### config.mk
export PLATFORM = sky130hd
export DESIGN_NAME = mem_access_ctrl
export DESIGN_NICKNAME = d
export VERILOG_FILES = /design/src/rtl/mem_access_ctrl.sv
export SDC_FILE = /design/constraint.sdc
export NUM_CORES = 1
export LEC_CHECK = 0
export ABC_CLOCK_PERIOD_IN_PS = 3300
export CELL_PAD_IN_SITES_DETAIL_PLACEMENT = 0
export CELL_PAD_IN_SITES_GLOBAL_PLACEMENT = 2
export CORE_UTILIZATION = 22
export DETAILED_ROUTE_END_ITERATION = 8
export HOLD_SLACK_MARGIN = 0.03
export PLACE_DENSITY = 0.87
export SYNTH_ARGS = -nofsm -noshare
export SYNTH_HDL_FRONTEND = slang
export SYNTH_SLANG_ARGS = --single-unit
### constraint.sdc
create_clock -name clk -period 3.3 [get_ports clk]
set_clock_uncertainty 0.1 [all_clocks]
set_input_delay 0.66 -clock clk [delete_from_list [all_inputs] [get_ports clk]]
set_output_delay 0.66 -clock clk [all_outputs]
set_load 0.02 [all_outputs]
### src/rtl/mem_access_ctrl.sv
// Shared memory port sequencer: round-robin arbitration between instruction fetch
// and load/store, MAR/MDR latching, fixed-latency access and one-cycle completion pulses.
module mem_access_ctrl #(
  parameter int BITS_DATA   = 32,
  parameter int BITS_ADDR   = 16,
  parameter int MEM_LATENCY = 2
) (
  input  logic                 clk,
  input  logic                 reset,
  input  logic                 req_fetch,
  input  logic [BITS_ADDR-1:0] addr_fetch,
  input  logic                 req_data,
  input  logic                 we_data,
  input  logic [BITS_ADDR-1:0] addr_data,
  input  logic [BITS_DATA-1:0] wdata_data,
  output logic                 grant_fetch,
  output logic                 grant_data,
  output logic                 done_fetch,
  output logic                 done_data,
  output logic [BITS_DATA-1:0] rdata,
  output logic                 busy,
  output logic                 mem_en,
  output logic                 mem_we,
  output logic [BITS_ADDR-1:0] mem_addr,
  output logic [BITS_DATA-1:0] mem_wdata,
  input  logic [BITS_DATA-1:0] mem_rdata
);

  localparam int CNT_W = $clog2(MEM_LATENCY + 1);

  typedef enum logic [1:0] {IDLE, ACCESS, RESP} state_t;

  state_t               state;
  logic [CNT_W-1:0]     cnt;
  logic [BITS_ADDR-1:0] mar;
  logic [BITS_DATA-1:0] mdr;
  logic                 served_data;
  logic                 last_data;
  logic                 pick_data;

  // NOTE: every signal written in always_comb gets a value on every path, so no latch is inferred.
  always_comb begin
    pick_data   = req_data && (!req_fetch || !last_data);
    grant_fetch = 1'b0;
    grant_data  = 1'b0;
    if (!reset && state == IDLE) begin
      grant_data  = pick_data;
      grant_fetch = req_fetch && !pick_data;
    end
  end

  // NOTE: state is updated with non-blocking assignments so all flops see pre-edge values.
  always_ff @(posedge clk) begin
    if (reset) begin
      state       <= IDLE;
      cnt         <= '0;
      mar         <= '0;
      mdr         <= '0;
      served_data <= 1'b0;
      last_data   <= 1'b1;
      busy        <= 1'b0;
      mem_en      <= 1'b0;
      mem_we      <= 1'b0;
      done_fetch  <= 1'b0;
      done_data   <= 1'b0;
    end else begin
      done_fetch <= 1'b0;
      done_data  <= 1'b0;
      case (state)
        IDLE: begin
          if (grant_fetch || grant_data) begin
            state       <= ACCESS;
            cnt         <= CNT_W'(1);
            busy        <= 1'b1;
            mem_en      <= 1'b1;
            served_data <= grant_data;
            last_data   <= grant_data;
            if (grant_data) begin
              mar    <= addr_data;
              mem_we <= we_data;
              if (we_data) mdr <= wdata_data;
            end else begin
              mar    <= addr_fetch;
              mem_we <= 1'b0;
            end
          end
        end
        ACCESS: begin
          if (cnt == CNT_W'(MEM_LATENCY)) begin
            // Stores keep their write data in MDR; only reads capture the bus.
            if (!mem_we) mdr <= mem_rdata;
            mem_en     <= 1'b0;
            mem_we     <= 1'b0;
            done_fetch <= !served_data;
            done_data  <= served_data;
            state      <= RESP;
          end else begin
            cnt <= cnt + CNT_W'(1);
          end
        end
        RESP: begin
          busy  <= 1'b0;
          state <= IDLE;
        end
        default: state <= IDLE;
      endcase
    end
  end

  assign rdata     = mdr;
  assign mem_addr  = mar;
  assign mem_wdata = mdr;

endmodule

==> impl_metrics.tcl <==
set metrics [dict create \
    syn_area_sq_um 3260 \
    dr_total_vias 3021 \
    clock_latency_ns 0.33 \
    timing_worst_setup_path_type "in -> out" \
    power.density_nw_per_um2 458 \
    outcome "completed" \
    drc 0 \
    yosys.area.top_type "dfxtp_1" \
    slew_headroom 0.385 \
    final_common_cell "clkdlybuf4s50_1" \
    critPathRequiredTime_ns 2.54 \
    ys_types 35 \
    slew_violations 0 \
    drive_gt1_frac 0.122 \
    die_w_microns 124 \
    setup_viol 0 \
    synth_cells 382 \
    clockBufferDepth 2 \
    drt-initial-drc-count 77 \
    globalRouteOverflowTotal 0 \
    die_area_sq_um 15300 \
    yosys-top-cells-area "dfxtp_1, mux2_4, nand2_1" \
    fin_crit_sh 0.899 \
    antenna_found_initial 0 \
    post_cts_resized 0 \
    yosysWarnings 0 \
    place_hpwl_microns 6490 \
    cts.sinks 59 \
    synth_top_area_frac 0.362 \
    numPortBuffers 187 \
    final_cell_mix "clkdlybuf4s50_1, nand2_1, dfxtp_1, a21oi_1, nor2b_1" \
    worst-path-buf-inv 3 \
    crit_path_max_fanout 3 \
    worst_slew_pin_slew_ns 0.922 \
    cpLargestDelayFamily "buffers and inverters" \
    syn-num-nets 484 \
    start_kind "primary input" \
    grt_pass1_vias 2840 \
    fin_crit_ns 2.97 \
    p_leak_nw 2.16 \
    routedWlPerCell_microns 13.1 \
    crit_path_end_kind "output pin" \
    core_area_sq_um 14500 \
    multiInputGateArea_sq_um 1670 \
    drt-pass1-iter-count 4 \
    drt-vias-per-instance 4.21 \
    finalSetupTns_ns 0 \
    crit_arrival_ns 2.21 \
    cts_max_level 3 \
    initial_core_util 0.225 \
    maxCapViolations 0 \
    ys_ff_latch 59 \
    grt_usage 0.122 \
    fill_cells 1435 \
    gp_congestion 0.704 \
    cpPeakStageDelay_ns 0.61 \
    cts_hold_buf 0 \
    hold_path.class "reg -> reg" \
    grt_max_degree 91 \
    ff_latch_area_sq_um 1180 \
    fmax_mhz 337 \
    final_antenna_net_count 0 \
    avgSynthCellArea_sq_um 8.55 \
    hold_viol 0 \
    postCtsSetupBuffers 0 \
    cts_tree "built" \
    grt_pass1_wl_microns 14200 \
    cp_slowest_cell "clkdlybuf4s50_1" \
    diodes 0 \
    vdd_drop_max_mv 0.232 \
    rows 44 \
    path_clk_slew_ns 0.06 \
    numCtsBuffers 9 \
    ctsRootBufferMaster "clkbuf_16" \
    post-route-util 0.372 \
    cp_common_cell "clkdlybuf4s50_1" \
    wl_microns 9360 \
    crit_chain "clkdlybuf4s50_1 -> a21boi_2 -> nand2_4 -> inv_2 -> clkdlybuf4s50_1" \
    layout.nets 630 \
    io_pins 188 \
    die_h_microns 124 \
    rsz0062_at_grt "no" \
    seq_area_frac_synth 0.362 \
    syn_to_final_growth_pct 65.0 \
]
sequential cells by signal, indices dropped and copies added (netlist names), 2 cells and up:
name / flops
mem_wdata: 32
cnt: 2
state: 2
mem_addr: 16
report_power, final:
part           total [mW]  internal, mW  switching, mW
sequential          0.786         0.757         0.0295
combinational       0.529         0.290          0.239
clock                1.15         0.812          0.343
per-layer routing:
layer | global-route usage | share of wire | up-vias
li1 | - | - | 1529
met1 | 0.149 | 0.44 | 1359
met2 | 0.195 | 0.46 | 119
met3 | 0.0366 | 0.083 | 14
met4 | 0.0587 | 0.018 | 0
met5 | 0 | 0 | -
cell usage after synthesis, drive strengths merged:
master / number
a211o: 1
a211oi: 1
a21boi: 1
a21oi: 33
a22oi: 1
a2bb2oi: 1
a311oi: 16
and2: 1
and2b: 1
and3: 1
buf: 51
clkbuf: 8
dfxtp: 59
ha: 1
inv: 2
mux2: 32
nand2: 99
nand2b: 2
nand3b: 2
nor2: 27
nor2b: 33
nor3: 5
o21a: 1
o21ai: 1
o2bb2ai: 1
o32a: 1
final timing paths:
kind	from	to	slack, ns	cells after the start
max reg2reg	cnt[0]$_SDFFE_PP0P_	mem_wdata[1]$_SDFFE_PP0P_	1.15	7
min reg2reg	served_data$_SDFFE_PP0P_	done_fetch$_SDFF_PP0_	0.38	1
min	served_data$_SDFFE_PP0P_	done_fetch$_SDFF_PP0_	0.38	1
max	req_data	grant_data	0.33	5
through the flow:
stage | power, mW | setup WS (ns) | hold WS [ns] | instances | cell area, sq um
CTS | 2.51 | 0.329 | 0.378 | 717 | 5390
floorplan | 1.09 | 1.29 | 0.317 | 382 | 3260
global route | 2.60 | 0.307 | 0.411 | 717 | 5390
global placement | 1.33 | 0.340 | 0.360 | 701 | 5020
detailed placement | 1.34 | 0.330 | 0.375 | 701 | 5020
finish | 2.47 | 0.334 | 0.381 | 717 | 5390
logic make-up after synthesis:
family	Yosys count	share of synthesized area
flip-flops	59	0.362
multiplexers	32	0.145
adder cells (fa/ha/maj)	1	0.00383
buffers and inverters	61	0.127
AND/OR/NAND/NOR	171	0.238
AO/OA/AOI/OAI	58	0.125
worst register-to-register path, delay by kind of cell (launching register included):
family                     cells  cell delay [ns]
muxes                          1             0.42
DFF                            1             0.35
adders and majority gates      1             0.24
AOI/OAI and AO/OA              1             0.13
and+or+nand+nor                2             0.22
buffers and inverters          2             0.58
final cells by class:
cell class	count	area share
inverter	2	0.00139
tap	184	0.0427
sequential	59	0.219
multi-input combinational	262	0.310
timing repair buffer	194	0.359
clock inverter	7	0.0260
clock buffer	9	0.0418
Note: power is estimated with default switching activity, not from simulation.
